### config.mk
export PLATFORM = sky130hd
export DESIGN_NAME = inst_fetch_buffer
export DESIGN_NICKNAME = d
export VERILOG_FILES = /design/src/rtl/inst_fetch_buffer.sv
export SDC_FILE = /design/constraint.sdc
export NUM_CORES = 1
export LEC_CHECK = 0
export CORE_ASPECT_RATIO = 0.9
export CORE_UTILIZATION = 45
export DETAILED_ROUTE_END_ITERATION = 6
export PLACE_DENSITY = 0.68
export SLEW_MARGIN = 20
export SYNTH_ARGS = -nofsm -noshare
export SYNTH_HDL_FRONTEND = slang
export SYNTH_SLANG_ARGS = --single-unit
### constraint.sdc
create_clock -name clk -period 4.6 [get_ports clk]
set_input_delay 0.92 -clock clk [delete_from_list [all_inputs] [get_ports clk]]
set_output_delay 0.92 -clock clk [all_outputs]
set_load 0.02 [all_outputs]
### src/rtl/inst_fetch_buffer.sv
// Fetch stage: issues one-outstanding imem requests from pc/ce and queues {pc, inst}
// pairs in a small FIFO that decode drains with valid/ready.
module inst_fetch_buffer #(
  parameter int ADDR_W = 32,
  parameter int DATA_W = 32,
  parameter int DEPTH  = 4
) (
  input  logic                       clk,
  input  logic                       rst,
  input  logic [ADDR_W-1:0]          pc_i,
  input  logic                       ce_i,
  input  logic                       flush_i,
  output logic                       fetch_stall_o,
  output logic                       imem_req_o,
  output logic [ADDR_W-1:0]          imem_addr_o,
  input  logic                       imem_gnt_i,
  input  logic                       imem_rvalid_i,
  input  logic [DATA_W-1:0]          imem_rdata_i,
  output logic                       id_valid_o,
  input  logic                       id_ready_i,
  output logic [ADDR_W-1:0]          id_pc_o,
  output logic [DATA_W-1:0]          id_inst_o,
  output logic [$clog2(DEPTH):0]     count_o
);

  localparam int PTR_W = $clog2(DEPTH);
  localparam int CNT_W = PTR_W + 1;
  localparam int USE_W = CNT_W + 1;

  typedef enum logic [1:0] {S_IDLE, S_WAIT, S_DROP} state_e;

  state_e              state_q, state_d;
  logic [PTR_W-1:0]    wr_ptr_q, wr_ptr_d;
  logic [PTR_W-1:0]    rd_ptr_q, rd_ptr_d;
  logic [CNT_W-1:0]    count_q, count_d;
  logic [ADDR_W-1:0]   pend_pc_q, pend_pc_d;
  logic [ADDR_W-1:0]   pc_mem_q   [DEPTH];
  logic [DATA_W-1:0]   inst_mem_q [DEPTH];

  logic                pop, push, accept, can_issue, has_room;
  logic [USE_W-1:0]    used, limit;

  // Handshakes: imem request transfers when imem_req_o & imem_gnt_i in the same cycle
  // (req may drop before gnt); the FIFO head transfers when id_valid_o & id_ready_i.
  always_comb begin
    id_valid_o = (count_q != '0);
    pop        = id_valid_o & id_ready_i;
    push       = (state_q == S_WAIT) & imem_rvalid_i & ~flush_i;
    // The in-flight response already owns a slot, so it is counted as used.
    used       = USE_W'(count_q) + USE_W'(state_q == S_WAIT);
    limit      = USE_W'(DEPTH) + USE_W'(pop);
    has_room   = (used < limit);
    can_issue  = (state_q == S_IDLE) | ((state_q == S_WAIT) & imem_rvalid_i);
    imem_req_o = ce_i & ~flush_i & ~rst & can_issue & has_room;
    accept     = imem_req_o & imem_gnt_i;
    fetch_stall_o = ce_i & ~rst & ~accept;
    imem_addr_o   = pc_i;
    id_pc_o       = id_valid_o ? pc_mem_q[rd_ptr_q]   : '0;
    id_inst_o     = id_valid_o ? inst_mem_q[rd_ptr_q] : '0;
    count_o       = count_q;
  end

  always_comb begin
    state_d   = state_q;
    wr_ptr_d  = wr_ptr_q;
    rd_ptr_d  = rd_ptr_q;
    count_d   = count_q;
    pend_pc_d = pend_pc_q;
    if (flush_i) begin
      wr_ptr_d = '0;
      rd_ptr_d = '0;
      count_d  = '0;
      // A response still owed after the flush must be swallowed in DROP.
      case (state_q)
        S_WAIT:  state_d = imem_rvalid_i ? S_IDLE : S_DROP;
        S_DROP:  state_d = imem_rvalid_i ? S_IDLE : S_DROP;
        default: state_d = S_IDLE;
      endcase
    end else begin
      if (push) wr_ptr_d = wr_ptr_q + PTR_W'(1);
      if (pop)  rd_ptr_d = rd_ptr_q + PTR_W'(1);
      count_d = count_q + CNT_W'(push) - CNT_W'(pop);
      if (accept) pend_pc_d = pc_i;
      case (state_q)
        S_IDLE:  if (accept) state_d = S_WAIT;
        S_WAIT:  if (imem_rvalid_i) state_d = accept ? S_WAIT : S_IDLE;
        S_DROP:  if (imem_rvalid_i) state_d = S_IDLE;
        default: state_d = S_IDLE;
      endcase
    end
  end

  always_ff @(posedge clk) begin
    if (rst) begin
      state_q   <= S_IDLE;
      wr_ptr_q  <= '0;
      rd_ptr_q  <= '0;
      count_q   <= '0;
      pend_pc_q <= '0;
    end else begin
      state_q   <= state_d;
      wr_ptr_q  <= wr_ptr_d;
      rd_ptr_q  <= rd_ptr_d;
      count_q   <= count_d;
      pend_pc_q <= pend_pc_d;
    end
  end

  // Storage needs no reset: reads are masked while count is zero.
  always_ff @(posedge clk) begin
    if (push & ~rst) begin
      pc_mem_q[wr_ptr_q]   <= pend_pc_q;
      inst_mem_q[wr_ptr_q] <= imem_rdata_i;
    end
  end

endmodule

# Word level (Yosys, flattened, before mapping)
# Memory sizes are Yosys's and may differ from the RTL's. A register that Yosys moved wholly into a read port is not among the register bits.
# Index checks and enable logic that the tools add are counted.
dict set report word_totals {
  reg_bits 41
  latchBits 0
  mem_bits_rw 256
  mem_bits_ro 0
  input_bits 71
  output_inout_bits 102
  elab_cells 56
  n_memories 2
}
dict set report op_classes {
  add_sub_neg 6
  mul 0
  div 0
  magnitude_cmp 1
  n_eq_ne 5
  shift 0
  n_mux 16
  n_bitwise 15
  n_reduce_logical 6
}
# name depth width read_ports rd_clocked_by_memory_dff wr line_no
set memory_table {}
lappend memory_table {inst_mem_q 4 32 1 1 1 38} ;# logic [DATA_W-1:0] inst_mem_q [DEPTH];
lappend memory_table {pc_mem_q 4 32 1 1 1 37} ;# logic [ADDR_W-1:0] pc_mem_q [DEPTH];
# operator count
set op_table {}
lappend op_table {{$mux 32} 2}
lappend op_table {{$mux 2} 10}
lappend op_table {{$and 1x1->1} 11}
lappend op_table {{$ne 3x3->1 const B} 3}
lappend op_table {{$pmux 2 s3} 1}
lappend op_table {{$add 2x1->2 const B} 2}
lappend op_table {{$add 3x1->4} 1}
lappend op_table {{$add 3x1->4 const A} 1}
lappend op_table {{$lt 4x4->1} 1}
lappend op_table {{$reduce_or 2->1} 2}
lappend op_table {{$add 3x1->3} 1}
lappend op_table {{$mux 1} 3}
lappend op_table {{$not 1->1} 3}
lappend op_table {{$reduce_and 3->1} 1}
lappend op_table {{$reduce_bool 3->1} 1}
lappend op_table {{$sub 3x1->3} 1}
lappend op_table {{$eq 2x1->1 const B} 1}
lappend op_table {{$eq 2x2->1 const B} 1}
lappend op_table {{$logic_not 2->1} 1}
lappend op_table {{$reduce_and 2->1} 1}
lappend op_table {{$or 1x1->1} 1}

# Longest topological paths before layout
dict set report depth {
  ltp_word 10
  depth_mapped 12
  ltp_nobuf 11
}

# Least setup slack after synthesis
# No wires, ideal clock.
dict set report synth_path {
  path_kind {input port to flip-flop}
  start {in rst}
  end {mem inst_mem_q[0][0], enable pin}
  setup_time_ps 429
  arrival_ps 2918
  required_ps 4171
  path_slack_ps 1253
  cell_stages 3
  n_path_buf 1
  cell_sequence {clkbuf_1 > nor2_1 > and3_1}
}
dict set report synth_between {
  elab_chain_len 4
}
# item line_no
set synth_lines {}
lappend synth_lines {{start, declared} 9} ;# input logic rst,
lappend synth_lines {{$not 1->1} 111} ;# if (push & ~rst) begin
lappend synth_lines {{$and 1x1->1} 111}
lappend synth_lines {{$mux 1} 111}
lappend synth_lines {{$mux 1 (implied by the code)} 113} ;# inst_mem_q[wr_ptr_q] <= imem_rdata_i;
lappend synth_lines {{end, declared} 38}
# Every way passes these cells.

# Worst setup path in the final report
dict set report layout_path {
  start {reg state_q[1]}
  end {out fetch_stall_o}
}
dict set report layout_between {
  elab_chain_len 8
  word_cells_on_any_way 11
  cone_classes {add/sub (1); order compare (1); eq/ne (1); bitwise (7); reduce/logical (1)}
}
# item line_no
set layout_lines {}
lappend layout_lines {{start, declared} 32} ;# state_e state_q, state_d;
lappend layout_lines {{start signal, assigned} 101} ;# state_q <= state_d;
lappend layout_lines {{branches (longest 4 deep; another with $add 3x1->4)} n/a}
lappend layout_lines {{$and 1x1->1 *} 54} ;# imem_req_o = ce_i & ~flush_i & ~rst & can_issue & has_room;
lappend layout_lines {{$and 1x1->1 *} 55} ;# accept = imem_req_o & imem_gnt_i;
lappend layout_lines {{$not 1->1 *} 56} ;# fetch_stall_o = ce_i & ~rst & ~accept;
lappend layout_lines {{$and 1x1->1 *} 56}
lappend layout_lines {{end, declared} 13} ;# output logic fetch_stall_o,
# Every way passes the cells marked *.

==> results by group <==
Cells and area
  • P&R area growth vs syn: 25.22%
  • Ratio of cells with drive above 1 in the final layout: 17.37%
  • Area of all placed cells without fillers: 0.01486 mm^2
  • Total of fill cells in the finished design: 1,978
  • Net count of the finished layout: 895
  • Number of antenna cells inserted: 0

Power
  • Static leakage: 4.824 nW
  • Fraction of power consumed by sequential logic: 51.1%
  • Power Dens Cells: 387.0 mW/mm^2
  • Final total power: 5.752 mW
  • Combinational group share of total power: 3.0%
  • Clock power share: 45.9%
  • VDD IR max: 0.2515 mV
  • Internal Power: 4.660 mW
  • Power spent charging and discharging nets: 1.092 mW
  • Switching Fraction: 18.98%

Setup path
  • Total buffers and inverters traversed by the critical path: 2
  • Critical setup path kind: flip-flop to primary output
  • Critical path required time: 3.68 ns
  • Data arrival time of the worst path: 3.54 ns
  • Critical path's most frequent cell: sky130_fd_sc_hd__ha_1
  • Top Family by Delay on Critical Path: simple AND/OR/NAND/NOR gates
  • Cell Chain, Critical Path: inv_1 -> ha_1 -> and2_1 -> ha_1 -> or4b_4 -> o211a_4 -> nor2_1 -> nor3b_1 -> clkdlybuf4s50_1
  • Maximum net fanout on the critical path: 34
  • Type of element capturing the critical path: primary output
  • Critical Path Max Stage Delay: 0.54 ns
  • Nature of the critical path startpoint: flip-flop
  • Slowest CP cell: sky130_fd_sc_hd__clkdlybuf4s50_1

Yosys
  • Count of flip-flops with a built-in enable after synthesis: 256
  • Top post-synthesis cells by count: sky130_fd_sc_hd__edfxtp_1, sky130_fd_sc_hd__and2_1, sky130_fd_sc_hd__mux4_2, sky130_fd_sc_hd__dfxtp_1
  • Library cells used by synthesis: 38
  • Mapped cell area: 0.01187 mm^2
  • Total of warnings raised by yosys: 0
  • Total nets after synthesis: 748
  • Seq cells post-synth: 299
  • Avg Synthesized Cell Area: 17.87 um^2
  • Post-synth top flop: sky130_fd_sc_hd__edfxtp_1
  • Most area-hungry cell type in the Yosys netlist: sky130_fd_sc_hd__edfxtp_1
  • Async set or reset register ratio after synthesis: 0%
  • Cell count after synthesis: 664
  • Share of the synthesized area in the top cell type: 64.77%
  • Sequential element share of the synthesized area: 72.02%
  • Cell types occupying the most area after synthesis: sky130_fd_sc_hd__edfxtp_1, sky130_fd_sc_hd__mux4_2, sky130_fd_sc_hd__dfxtp_1, sky130_fd_sc_hd__and2_1, sky130_fd_sc_hd__buf_4
  • Library cell with the highest instance count after synthesis: sky130_fd_sc_hd__edfxtp_1

Floorplan
  • Die Footprint: 0.02703 mm^2
  • Area of the core: 0.02599 mm^2
  • Starting utilization of the core area: 45.66%
  • Top Ports: 173
  • Horiz. Die Dim: 173.2 um
  • Standard-cell row count: 56
  • Die Y-Extent: 156.1 um

Detailed routing
  • Total Wirelength: 23.97 mm
  • Detailed Route Iter0 Violations: 477
  • Number of iterations in the first detailed-routing pass: 5
  • Via total after detailed routing: 6,323
  • Antenna viol nets, final: 0
  • Via-to-Cell Ratio: 5.345
  • Routed length per placed instance: 20.26 um
  • Number of remaining DRC errors: 0

Global route
  • GRT Total Usage: 18.08%
  • Gr busiest metal: met2
  • Pin count of the biggest net entering global routing: 65
  • Global-route wire length before repair: 37.65 mm
  • Via count of the first global-routing pass: 6,837
  • Met1 layer usage reported by global route: 24.26%
  • Grt met3 use: 2.851%
  • Met2 global-route usage: 30.78%
  • Total overflow reported by the global router: 0
  • Initial antenna violation count: 0

CTS
  • Post-CTS clock slew at the launch and capture registers of the worst setup and hold paths: 0.06 ns
  • Count of buffers added by post-CTS timing repair for setup: 0
  • Clk_lat worst skew: 0.54 ns
  • CTS sink count: 299
  • Hold buffers post-CTS: 0
  • Number of H-tree branching levels: 1
  • Number of buffers added by the clock tree synthesis step: 31
  • Number of buffers between clock root and the deepest sink: 3
  • TritonCTS clock tree: yes
  • Root buf cell: sky130_fd_sc_hd__clkbuf_16

Place
  • RePlAce Congestion: 0.7882
  • Number of buffer cells added on primary ports: 172
  • DP HPWL: 14.21 mm
  • Placement Cell Area: 0.01376 mm^2

Run status
  • Result of the run: finished clean

Flow run
  • Maxcap violations: 0

Timing
  • Tmin final: 4.458 ns
  • Final count of negative-setup-slack endpoints: 0
  • Fmax achieved: 0.2243 GHz
  • Number of max-slew violations in the final report: 0
  • Post-Route Hold Slack: 0.4975 ns
  • Final critical-path share of the clock period: 96.92%
  • Actual transition at the worst max-transition pin: 1.018 ns
  • Max_slew headroom: 32.15%
  • Worst setup skew after layout: 0.01726 ns
  • Fin. Hold Viols: 0

Worst hold path
  • Classification of the worst-slack hold path: flip-flop to flip-flop
[metal layers]
metal	up-vias	share of wire (%)
li1	2838	-
met1	3237	44
met2	204	49
met3	44	5.1
met4	0	2.1
met5	-	0
[worst paths after layout]
kind	startpoint	endpoint	slack [ns]	depth (start not counted)
worst min register to register	pend_pc_q[5]	pc_mem_q[3][5]	0.50	0
worst max-delay path	state_q[1]	fetch_stall_o	0.14	9
worst max register to register	state_q[1]	pend_pc_q[15]	1.62	8
worst min-delay path	pend_pc_q[5]	pc_mem_q[3][5]	0.50	0
[what timing repair did]
action                                  in CTS  in global routing
endpoints found under the hold margin        0                  0
endpoints found under the setup margin       0                  1
resized for setup                            0                  1
[cells in the final DEF, fill, tap and decap left out, drive strengths merged, types with 6 or more instances in the layout]
cell type and instances:
nand3 34, buf 13, inv 6, a21oi 34
mux4 64, and2 68, clkdlybuf4s50 171, edfxtp 256
bufinv 7, ha 12, clkinv 13, o21ai 34
clkbuf 32, dfxtp 43, nor2 12
[power groups by stage]
stage	registers (mW)	clock network (mW)	logic, mW
after floorplan	3.00	0	0.0716
after global placement	3.00	0	0.169
after detailed placement	3.00	0	0.174
after CTS	2.94	2.68	0.175
after global routing	2.94	2.79	0.184
final	2.94	2.64	0.174
[final cells by class]
type | count | area, um^2 | area share [%]
Tap cell | 348 | 435.4 | 2.930
Clock buffer | 32 | 789.5 | 5.312
Multi-Input combinational cell | 288 | 2888 | 19.43
Sequential cell | 299 | 8556 | 57.57
Inverter | 6 | 22.52 | 0.1515
Timing Repair Buffer | 185 | 1859 | 12.51
Clock inverter | 25 | 311.5 | 2.096
[state kept, by name, summed over array words and instances (netlist names), named ones only]
signal      flops
inst_mem_q    128
state_q         2
wr_ptr_q        2
pend_pc_q      32
pc_mem_q      128
count_o         3
rd_ptr_q        2
[cells by family after synthesis]
kind of cell / synth area share, %
DFF: 72.02
xor gates and xnor gates: 0.3690
AOI/OAI and AO/OA: 3.331
and+or+nand+nor: 6.799
muxes: 12.14
adders and majority gates: 1.434
buffers and inverters: 3.900
[through the flow]
step / instances / util, % / setup WS (ns) / TNS [ns]
floorplan: 664 / - / 1.253 / 0
CTS: 1183 / 57.16 / 0.07902 / 0
finish: 1183 / 57.17 / 0.1419 / 0
global placement: 1126 / 52.93 / 0.4339 / 0
detailed placement: 1126 / 52.93 / 0.4234 / 0
global route: 1183 / 57.17 / -0.01258 / -0.01258
Power figures use the tool's default switching activity.
